File: config.mk
export PLATFORM = sky130hd
export DESIGN_NAME = reg_fd
export DESIGN_NICKNAME = d
export VERILOG_FILES = /design/src/rtl/reg_fd.sv
export SDC_FILE = /design/constraint.sdc
export NUM_CORES = 1
export LEC_CHECK = 0
export CORE_ASPECT_RATIO = 0.7
export CORE_MARGIN = 4
export CORE_UTILIZATION = 40
export CTS_CLUSTER_SIZE = 8
export DETAILED_ROUTE_END_ITERATION = 7
export PLACE_DENSITY = 0.89
export SETUP_SLACK_MARGIN = 0.02
export SYNTH_ARGS = -nofsm -noshare
export SYNTH_HDL_FRONTEND = slang
export SYNTH_SLANG_ARGS = --single-unit
File: constraint.sdc
create_clock -name Clk -period 1.83 [get_ports Clk]
set_input_delay 0.2745 -clock Clk [delete_from_list [all_inputs] [get_ports Clk]]
set_output_delay 0.2745 -clock Clk [all_outputs]
set_load 0.02 [all_outputs]
File: src/rtl/reg_fd.sv
// Fetch-to-decode pipeline register: captures instruction, PC, PC+4 and fetch
// exception code, with stall, flush, eret nullify, delay-slot flag and a stall counter.
module reg_fd #(
  parameter int STALL_CNT_W = 16
) (
  input  logic                   Clk,
  input  logic                   Reset,
  input  logic                   En,
  input  logic                   Flush,
  input  logic                   eret,
  input  logic                   IsBranchD,
  input  logic [31:0]            InstrF,
  input  logic [31:0]            PCF,
  input  logic [31:0]            PC4F,
  input  logic [4:0]             ExcCodeF,
  input  logic                   CntClr,
  output logic [31:0]            InstrD,
  output logic [31:0]            PCD,
  output logic [31:0]            PC4D,
  output logic [4:0]             ExcCodeD,
  output logic                   BDD,
  output logic                   ValidD,
  output logic [STALL_CNT_W-1:0] StallCnt
);

  localparam logic [STALL_CNT_W-1:0] CNT_ONE = {{(STALL_CNT_W-1){1'b0}}, 1'b1};
  localparam logic [STALL_CNT_W-1:0] CNT_MAX = '1;

  // Flush wins over a stall; eret only nullifies when the pipe actually advances.
  logic bubble;
  logic stall_cnt_inc;

  assign bubble        = Flush | (En & eret);
  assign stall_cnt_inc = ~En & ~Flush & ValidD & (StallCnt != CNT_MAX);

  always_ff @(posedge Clk) begin
    if (!Reset) begin
      InstrD   <= '0;
      PCD      <= '0;
      PC4D     <= '0;
      ExcCodeD <= '0;
      BDD      <= 1'b0;
      ValidD   <= 1'b0;
      StallCnt <= '0;
    end else begin
      if (bubble) begin
        // A bubble still carries the PC so CP0 has something to report as EPC.
        InstrD   <= '0;
        PCD      <= PCF;
        PC4D     <= PC4F;
        ExcCodeD <= '0;
        BDD      <= 1'b0;
        ValidD   <= 1'b0;
      end else if (En) begin
        InstrD   <= InstrF;
        PCD      <= PCF;
        PC4D     <= PC4F;
        ExcCodeD <= ExcCodeF;
        BDD      <= IsBranchD;
        ValidD   <= 1'b1;
      end

      if (CntClr)
        StallCnt <= '0;
      else if (stall_cnt_inc)
        StallCnt <= StallCnt + CNT_ONE;
    end
  end

endmodule

==> flow_metrics.tcl, run 1 <==
set metrics [dict create \
    outcome "finished clean" \
    synth_warnings 0 \
    drcViolationCount 0 \
    overflow 0 \
    clk_latency_ns 0.39 \
    die_x_um 136 \
    core_um2 11100 \
    finish.utilization_pct 69.1 \
    wirelength_um 14500 \
    ys.flop_type "dfxtp_1" \
    crit_required_ns 1.56 \
    ys_seq_area_share_pct 52.3 \
    synth_top_area_cell "dfxtp_1" \
    finalSetupTns_ns 0 \
    maxCapViolations 0 \
    critical_path_peak_fanout 6 \
    p_per_area_nw_per_um2 881 \
    cp.arrival_ns 1.48 \
    crit_path_start_kind "flip-flop" \
    netlist_area_um2 4550 \
    synth.top_cell.area_share_pct 52.3 \
    synth-edff-count 0 \
    worstSetupPathType "reg -> out" \
    cts_tree "done" \
    placed_cell_area_um2 7070 \
    grt_pass1_wl_um 23600 \
    final_nets 852 \
    cts_made_buffers 17 \
    io_pins 227 \
    area_growth_pct 67.7 \
    insertedDiodeCount 0 \
    htreeDepth 4 \
    grt_pass1_vias 4761 \
    fin_area_um2 7630 \
    crit_family "buffers and inverters" \
    ctsHoldBuffers 0 \
    vias 4439 \
    grt_max_degree 65 \
    synth_most_common_cell "nand2_1" \
    grtUsageTotal_pct 22.3 \
    routabilityCongestion 0.849 \
    ant_nets 0 \
    leakage_nw 3.06 \
    period_share_pct 96.1 \
    peakVddDrop_uv 680 \
    viasPerCell 4.89 \
    crit_buf_inv 1 \
    whs_ns 0.351 \
    antenna_found_initial 0 \
    initial_core_util_pct 41.2 \
    path_cells "clkdlybuf4s50_1" \
    post-place-ws_ns -0.147 \
    fin_crit_ns 1.76 \
    drive_above_1_share_pct 7.81 \
    skew_ns 0.00825 \
    cpPeakStageDelay_ns 0.65 \
    post-dp-hpwl_um 10800 \
    path_clk_slew_ns 0.05 \
    synth_seq_cells 119 \
    postSynthCellCount 509 \
    setup_ws_ns 0.0720 \
    cts.sinks 119 \
    rows 32 \
    dieArea_um2 13200 \
    synth_cell_type_count 34 \
    cts_root_buffer "clkbuf_16" \
    relSlewSlack_pct 62.3 \
    hold_path.class "in -> reg" \
    synth.area.top_cells "dfxtp_1 (52%), nand2_1 (12%), a21boi_0 (11%)" \
    portBuffers 226 \
    rsz0062_at_grt "true" \
    wire_per_inst_um 15.9 \
    tightest_slew_ns 0.562 \
    syn_nets 618 \
    finalSetupViolCount 0 \
    postSynth.asyncResetShare_pct 0 \
    dr.pass1.iters 4 \
    syn_area_per_cell_um2 8.95 \
    dr.first_iter.drc_count 240 \
    crit_path_end_kind "output port" \
    fp.dieH_um 97.3 \
    final-hold-violation-count 0 \
    fmax_mhz 569 \
    slew_viol_final 0 \
    clockBufferDepth 2 \
    synthTopCellsByCount "nand2_1 (144), dfxtp_1 (119), a21boi_0 (65)" \
    slowest_stage "clkdlybuf4s50_1" \
]
-- cell usage in the layout, fill, tap and decap left out, types with 4 or more instances in the layout --
master	n
a21boi_0	65
a21oi_1	10
and3_1	4
buf_4	19
clkbuf_16	17
clkdlybuf4s50_1	220
clkinv_2	4
dfxtp_1	119
mux2i_1	41
nand2_1	144
nand3_1	8
nor2_1	41
o21ai_0	6
o31ai_1	4
or3_1	4
-- per-layer routing --
| layer | track usage, % | vias up | share of wire (%) |
|---|---|---|---|
| met3 | 8.59 | 18 | 8.6 |
| met1 | 24.3 | 2068 | 39 |
| met2 | 39.6 | 171 | 51 |
| li1 | - | 2182 | - |
| met4 | 7.05 | 0 | 1.4 |
| met5 | 0 | - | 0 |
-- worst paths after layout --
kind	from	end	slack, ns	cells past startpoint
setup reg to reg	StallCnt[0]$_SDFFE_PP0P_	StallCnt[2]$_SDFFE_PP0P_	0.18	6
setup / recovery	StallCnt[11]$_SDFFE_PP0P_	StallCnt[11]	0.07	1
hold reg to reg	PC4D[0]$_SDFFE_PN0P_	PC4D[0]$_SDFFE_PN0P_	0.46	2
hold / removal	En	StallCnt[8]$_SDFFE_PP0P_	0.35	5
-- cell type report --
class                      instances  area (µm²)
clock buffer                      23         478
clock inverter                     8        73.8
fill                             821        3420
inverter                           1        3.75
multi-input combinational        356        2040
sequential                       119        2380
tap                              153         191
timing repair buffer             248        2460
-- report_power, final --
part | switching, mW | internal [mW] | leakage, nW
combinational | 0.407 | 0.504 | 1.81
sequential | 0.0589 | 2.71 | 0.977
clock | 1.09 | 1.96 | 0.269
-- worst register-to-register path, stage by stage, from the launching register on --
cell and delay (ns):
dfxtp_1 0.33, ha_1 0.22, nand3_1 0.14, nor4_2 0.36
buf_4 0.25, a2111o_1 0.15, o21ai_0 0.08
-- through the flow --
stage / total power [mW] / instances
6_report: 6.73 / 908
5_1_grt: 7.01 / 908
4_1_cts: 6.79 / 908
3_5_place_dp: 3.73 / 877
3_3_place_gp: 3.70 / 877
2_1_floorplan: 3.19 / 509
-- sequential cells by signal (all words and copies together), names as in the netlist --
signal	cells
InstrD	32
PC4D	32
PCD	32
StallCnt	16
ExcCodeD	5
BDD	1
ValidD	1
-- timing repair --
| action | in CTS | in global routing |
|---|---|---|
| setup endpoints to repair | 1 | 4 |
| buffers inserted | 0 | 0 |
| resized for setup | 1 | 4 |
-- logic make-up after synthesis --
kind of cell	Yosys count	synth area share, %
muxes	41	9.01
DFF	119	52.3
AOI/OAI and AO/OA	93	14.8
adders and majority gates	1	0.275
and+or+nand+nor	221	20.6
buffers and inverters	34	3.08
No activity file was read; power rests on OpenSTA's default activity.
==> inputs of run 2 (changes only) <==
--- a/config.mk
+++ b/config.mk
@@ -5,7 +5,6 @@
 export SDC_FILE = /design/constraint.sdc
 export NUM_CORES = 1
 export LEC_CHECK = 0
-export CORE_ASPECT_RATIO = 0.7
 export CORE_MARGIN = 4
 export CORE_UTILIZATION = 40
 export CTS_CLUSTER_SIZE = 8
==> run 2 against run 1 <==
  * First-iteration DRC count increased by 33%
  * Final area increased by 1.0%
  * Utilization increased by 1.1 points
  * Largest cell class unchanged
  * Clock power is 17% higher
  * Critical path type unchanged
  * Worst setup slack worse by 0.015 ns
==> flow_metrics.tcl, run 2 (synthesis gave the netlist of run 1 again) <==
set metrics [dict create \
    outcome "finished clean" \
    clockBufferDepth 2 \
    grt_pass1_wl_um 23300 \
    period_share_pct 96.9 \
    finalSetupTns_ns 0 \
    rsz0062_at_grt "false" \
    dr.first_iter.drc_count 319 \
    reg2reg_to "StallCnt[0]$_SDFFE_PP0P_" \
    crit_family "buffers and inverters" \
    core_um2 11000 \
    placed_cell_area_um2 7070 \
    clk_latency_ns 0.41 \
    crit_path_start_kind "flip-flop" \
    grtUsageTotal_pct 22.4 \
    post-dp-hpwl_um 10800 \
    crit_required_ns 1.56 \
    fin_area_um2 7710 \
    ant_nets 0 \
    crit_path_end_kind "output port" \
    cts_root_buffer "clkbuf_16" \
    drive_above_1_share_pct 8.08 \
    insertedDiodeCount 0 \
    cts.sinks 119 \
    die_x_um 115 \
    cts_tree "done" \
    wire_per_inst_um 16.3 \
    fin_crit_ns 1.77 \
    p_per_area_nw_per_um2 941 \
    worstSetupPathType "reg -> out" \
    htreeDepth 4 \
    wirelength_um 14600 \
    vias 4460 \
    hold_path.class "in -> reg" \
    r2r_cells 6 \
    final_cell_mix "clkdlybuf4s50_1 (219), nand2_1 (144), dfxtp_1 (119), a21boi_0 (65)" \
    path_cells "clkdlybuf4s50_1" \
    grt_max_degree 65 \
    r2r-start "StallCnt[0]$_SDFFE_PP0P_" \
    leakage_nw 3.14 \
    viasPerCell 4.98 \
    path_clk_slew_ns 0.05 \
    min_to "PC4D[10]$_SDFFE_PN0P_" \
    final-hold-violation-count 0 \
    portBuffers 226 \
    dr.pass1.iters 4 \
    routabilityCongestion 0.849 \
    io_pins 227 \
    area_growth_pct 69.4 \
    grt_pass1_vias 4732 \
    cp.arrival_ns 1.50 \
    final_common_cell "clkdlybuf4s50_1" \
    fmax_mhz 564 \
    totalPowerFinal_mw 7.26 \
    ctsHoldBuffers 0 \
    skew_ns 0.00463 \
    r2r_slack_ns 0.13 \
    initial_core_util_pct 41.5 \
    cts_made_buffers 17 \
    critPathLaunch "StallCnt[3]$_SDFFE_PP0P_" \
    finalSetupViolCount 0 \
    tightest_slew_ns 0.611 \
    slew_viol_final 0 \
    whs_path_depth 2 \
    cpPeakStageDelay_ns 0.67 \
    slowest_stage "clkdlybuf4s50_1" \
    drcViolationCount 0 \
    overflow 0 \
    place_inst 866 \
    relSlewSlack_pct 59.0 \
    fp.dieH_um 115 \
    whs_ns 0.323 \
    crit_buf_inv 1 \
    critical_path_peak_fanout 6 \
    final_cells 895 \
    maxCapViolations 0 \
    reg_top3 "InstrD: 32 flops, PC4D: 32 flops, PCD: 32 flops" \
    hp-start "Reset" \
    final_nets 854 \
    rows 38 \
    dieArea_um2 13200 \
    antenna_found_initial 0 \
    peakVddDrop_uv 1130 \
]
==> run 2: cell type report <==
cell class | count | area, µm²
fillers | 831 | 3270
repair buffers | 250 | 2480
flip-flops and latches | 119 | 2380
multi-input cells | 356 | 2040
clock buffers | 19 | 453
clock inverters | 10 | 178
well taps | 140 | 175
inverters | 1 | 3.75
==> run 2: metrics by stage <==
stage               setup WS [ns]  util, %
floorplan                  0.0948        -
global placement           -0.120     64.4
detailed placement         -0.169     64.4
CTS                        0.0297     70.1
global route               0.0217     70.2
finish                     0.0567     70.2
==> run 2: worst max-delay path by stage <==
| stage | slack (ns) | end | cells past startpoint |
|---|---|---|---|
| finish | 0.06 | StallCnt[3] | 1 |
| global route | 0.02 | StallCnt[11] | 1 |
| CTS | 0.03 | StallCnt[1] | 2 |
| detailed placement | -0.17 | StallCnt[11]$_SDFFE_PP0P_ | 6 |
| global placement | -0.12 | StallCnt[13]$_SDFFE_PP0P_ | 6 |
| floorplan | 0.09 | StallCnt[5]$_SDFFE_PP0P_ | 6 |
==> run 2: report_power, final <==
| group | internal [mW] | switching, mW | total [mW] |
|---|---|---|---|
| clock network | 2.45 | 1.13 | 3.58 |
| logic | 0.503 | 0.411 | 0.915 |
| registers | 2.71 | 0.0578 | 2.76 |
| total | 5.66 | 1.60 | 7.26 |
==> run 2: per-layer routing <==
| metal | GRT usage (%) | wire length [µm] | up-vias |
|---|---|---|---|
| li1 | - | - | 2180 |
| met1 | 22.7 | 5320 | 2094 |
| met2 | 41.8 | 7990 | 155 |
| met3 | 7.14 | 936 | 31 |
| met4 | 9.70 | 380 | 0 |
| met5 | 0 | 0 | - |
==> run 2: timing repair <==
item	4_1_cts	5_1_grt
buffers inserted	0	0
setup endpoints to repair	0	5
resized for setup	0	5
endpoints found under the hold margin	0	0
==> inputs of run 3 (changes only) <==
--- a/config.mk
+++ b/config.mk
@@ -5,6 +5,7 @@
 export SDC_FILE = /design/constraint.sdc
 export NUM_CORES = 1
 export LEC_CHECK = 0
+export CAP_MARGIN = 25
 export CORE_MARGIN = 4
 export CORE_UTILIZATION = 40
 export CTS_CLUSTER_SIZE = 8
==> results of run 3 <==
No change in the layout: final DEF, timing and power equal those of run 2.
